<file path="src/rtl/pwm_modulator.sv">
// PWM modulator: free-running period counter with optional prescaler and a
// duty shadow register that only reloads on the period wrap.
module pwm_modulator #(
    parameter int unsigned N       = 8,
    parameter int unsigned CLK_DIV = 1
) (
    input  logic         clk,
    input  logic         rst,
    input  logic         ena,
    input  logic [N-1:0] duty,
    output logic         out,
    output logic         period_done
);

    localparam int unsigned PW = (CLK_DIV > 1) ? $clog2(CLK_DIV) : 1;
    localparam logic [PW-1:0] PRE_MAX = PW'(CLK_DIV - 1);
    localparam logic [N-1:0]  CNT_MAX = '1;

    logic [PW-1:0] pre_q, pre_d;
    logic [N-1:0]  cnt_q, cnt_d;
    logic [N-1:0]  duty_q, duty_d;
    logic          period_done_q, period_done_d;
    logic          tick_c;

    // Next-state: prescaler advances on ena, period counter on tick, shadow duty on wrap.
    always_comb begin
        pre_d         = pre_q;
        cnt_d         = cnt_q;
        duty_d        = duty_q;
        period_done_d = 1'b0;
        tick_c        = ena && (pre_q == PRE_MAX);

        if (ena) begin
            pre_d = tick_c ? '0 : pre_q + PW'(1);
        end

        if (tick_c) begin
            cnt_d = cnt_q + N'(1);
            if (cnt_q == CNT_MAX) begin
                duty_d        = duty;
                period_done_d = 1'b1;
            end
        end
    end

    always_ff @(posedge clk or posedge rst) begin
        if (rst) begin
            pre_q         <= '0;
            cnt_q         <= '0;
            duty_q        <= '0;
            period_done_q <= 1'b0;
        end else begin
            pre_q         <= pre_d;
            cnt_q         <= cnt_d;
            duty_q        <= duty_d;
            period_done_q <= period_done_d;
        end
    end

    // Output decoded purely from registers, so duty/ena never reach it combinationally.
    assign out         = (cnt_q < duty_q);
    assign period_done = period_done_q;

endmodule

</file>
<file path="config.mk">
export PLATFORM = sky130hd
export DESIGN_NAME = pwm_modulator
export DESIGN_NICKNAME = d
export VERILOG_FILES = /design/src/rtl/pwm_modulator.sv
export SDC_FILE = /design/constraint.sdc
export NUM_CORES = 1
export LEC_CHECK = 0
export ABC_AREA = 1
export BUFFER_PORTS_ARGS = -buffer_cell sky130_fd_sc_hd__buf_2
export CAP_MARGIN = 20
export CORE_UTILIZATION = 59
export CTS_BUF_LIST = sky130_fd_sc_hd__clkbuf_16
export DETAILED_ROUTE_END_ITERATION = 6
export PLACE_DENSITY = 0.81
export SLEW_MARGIN = 25
export SYNTH_ARGS = -nofsm -noshare
export SYNTH_HDL_FRONTEND = slang
export SYNTH_SLANG_ARGS = --single-unit
</file>
<file path="constraint.sdc">
create_clock -name clk -period 2.9 [get_ports clk]
set_clock_uncertainty 0.05 [all_clocks]
set_input_delay 0.58 -clock clk [delete_from_list [all_inputs] [get_ports clk]]
set_output_delay 0.58 -clock clk [all_outputs]
set_load 0.01 [all_outputs]
</file>
==> results.md <==
* Status: finished clean
* Number of diodes at 0
* Clock power frac at slightly above 30%
* Clock buffer depth at 2
* Tot GR Track Use at 23.7%
* Post-Synthesis Cells at roughly 120
* Largest net degree at the start of global routing at 19
* WP data arrival at roughly 1500 ps
* Post-Place Worst Slack at around 1100 ps
* RSZ-0062 raised after global routing: no
* Worst-Margin Slew at 686 ps
* HPWL Detailed at between 1000 and 1500 um
* Peak VDD IR at roughly 0.5 mV
* WL final at between 1500 and 2000 um
* Skew-Pair Late Insertion Delay at roughly 250 ps
* Cell family with most CP delay: flip-flops
* CP startpoint kind: register
* Cell mode on critical path: nand2_1
* Fin nets at around 160
* H-tree lvl count at 1
* Post-synth cell types at 18
* Fillers at roughly 120
* Rows at 14
* Total number of vias at approximately 770
* Vias in the first global route at 829
* Max_slew headroom at roughly 54%
* CTS clk-pin slew, worst paths at about 50 ps
* Final worst slack at 770 ps
* TritonRoute pass-1 iters at 4
* Iter 0 DRT Violations at 16
* Hold Path Class: primary input to async pin
* Root buffer cell: clkbuf_16
* Most common cell after layout, fill and taps aside: nand2_1
* Slowest CP cell: dfrtp_1
* Post CTS Setup Buffer Count at 0
* DR WL/cell at 12.0 um
* Clk sinks at 18
* Worst setup EP type: output pin
* Setup Viol. Count Final at 0
* Period Utilization, post-route at between 70% and 80%
* P_leak at a little under 0.7 nW
* Setup CP Type: register to output pin
* Synth-to-Final Area Change at 16.0%
* Core ar. at about 0.0015 mm^2
* Die X at approximately 43 um
* Hold Fails Final Rpt at 0
* Critical Path Max Stage Delay at around 420 ps
* Register area share after synthesis at 45.3%
* CTS tree: done
* Mapped Area at roughly 990 um^2
* Final ANT Viol Nets at 0
* I/O pin count at 13
* IO Port Bufs at 12
* Worst Path Required at between 2000 and 2500 ps
* Maximum capacitance violations at 0
* Critical path, cell by cell: ha_1 -> nand2_1 -> inv_1 -> nand2_1 -> nand2_1 -> a21oi_1 -> buf_2
* Synth warnings at 0
* Die height at between 40 and 50 um
* DIE AREA at between 0.0015 and 0.002 mm^2
* Minimum clock period at about 2100 ps
* Combinational Power Share at between 30% and 40%
* # hold bufs at CTS at 0
* Max Clk Rate at roughly 470 MHz
* Vias/cell at slightly above 5
* GPL Wtd Cong at between 0.8 and 0.9
* Mapped Avg Cell Area at approximately 8.4 um^2
* DRC at 0
* Most frequent cells in the layout: nand2_1 (52), dfrtp_1 (18), inv_1 (16), buf_2 (12), ha_1 (8)
* Flop pwr share at approximately two fifths
* Psw at ~330 uW
* Post_cts resized at 0
* FF+latch count, synth at 18
* Initial antenna violation count at 0
* Pins Over Slew Limit at 0
* Syn nets at about 140
* Critical path peak fanout at 4
* Sw frac at between 30% and 40%
* Pwr dens at between 800 and 900 mW/mm^2
* Initial core utilization at 64.5%
* P_int at between 500 and 600 uW
* GR Overflow Total at 0
* Share of layout cells above drive strength 1 at between 10% and 20%
* First-pass GRT wire length at roughly 3200 um
* CP Buf/Inv Count at 2
* Total CTS buffers at 3
* Setup TNS at 0 ps
[cells in the mapped netlist]
cell | count | area [um^2]
nand2_1 | 52 | 195
dfrtp_1 | 18 | 450
inv_1 | 16 | 60.1
ha_1 | 8 | 100
a21oi_1 | 4 | 20.0
nor2_1 | 4 | 15.0
xor2_1 | 3 | 26.3
inv_2 | 2 | 7.51
nand2_4 | 2 | 22.5
nand3_1 | 2 | 10.0
clkinv_4 | 1 | 8.76
nand3b_1 | 1 | 7.51
nor2_4 | 1 | 11.3
nor2_8 | 1 | 20.0
nor3_2 | 1 | 10.0
nor3_4 | 1 | 16.3
o21ai_0 | 1 | 5.00
xnor2_1 | 1 | 8.76
[power groups by stage]
stage	Sequential [mW]	Combinational, mW	Clock (mW)
3_3_place_gp	0.357	0.258	0
6_report	0.361	0.283	0.282
4_1_cts	0.360	0.285	0.284
2_1_floorplan	0.344	0.215	0
3_5_place_dp	0.363	0.274	0
5_1_grt	0.367	0.319	0.287
[through the flow]
step	power, mW	cells	hold WS [ps]	instance area [um^2]	util (%)
after global routing	0.973	151	453	1150	74.8
after floorplan	0.559	119	399	995	-
after detailed placement	0.637	147	417	1070	69.7
final	0.926	151	374	1150	74.8
after CTS	0.929	151	388	1150	74.8
after global placement	0.615	147	414	1070	69.7
[flip-flops by register name, indices dropped and copies added (netlist names)]
register	flops
pre_q	1
cnt_q	8
period_done	1
duty_q	8
[kinds of logic (layout without fill, tap and decap cells)]
group	Yosys count	count (layout)	synth area share (%)
DFF	18	18	45.3
xor gates and xnor gates	4	4	3.52
buffers and inverters	19	35	7.67
adders and majority gates	8	8	10.1
AOI/OAI and AO/OA	5	5	2.52
and+or+nand+nor	65	65	30.9
[area by class of cell]
cell class	instances	area (um^2)	area share, %
Inverter	19	76.3	6.62
Timing Repair Buffer	12	60.1	5.21
Sequential cell	18	450	39.0
Tap cell	16	20.0	1.74
Multi-Input combinational cell	82	468	40.6
Clock buffer	3	75.1	6.51
Clock inverter	1	3.75	0.325
[path summary, 6_finish.rpt]
| check | slack (ps) | from | cells past startpoint | end |
|---|---|---|---|---|
| worst max-delay path | 770 | cnt_q[3] | 7 | out |
| worst min-delay path | 370 | rst | 2 | duty_q[5] |
| worst max register to register | 1580 | cnt_q[0] | 7 | duty_q[0] |
| worst min register to register | 430 | duty_q[3] | 2 | duty_q[3] |
| max in group asynchronous | 1990 | rst | 2 | cnt_q[0] |
| min in group clk | 430 | duty_q[3] | 2 | duty_q[3] |
[metal layers]
metal,GRT usage (%),wire length (um),vias up
met4,13.9,37,0
met3,5.53,47,5
met5,0,0,-
met2,43.3,946,12
li1,-,-,394
met1,24.0,780,360
No activity file was read; power rests on OpenSTA's default activity.
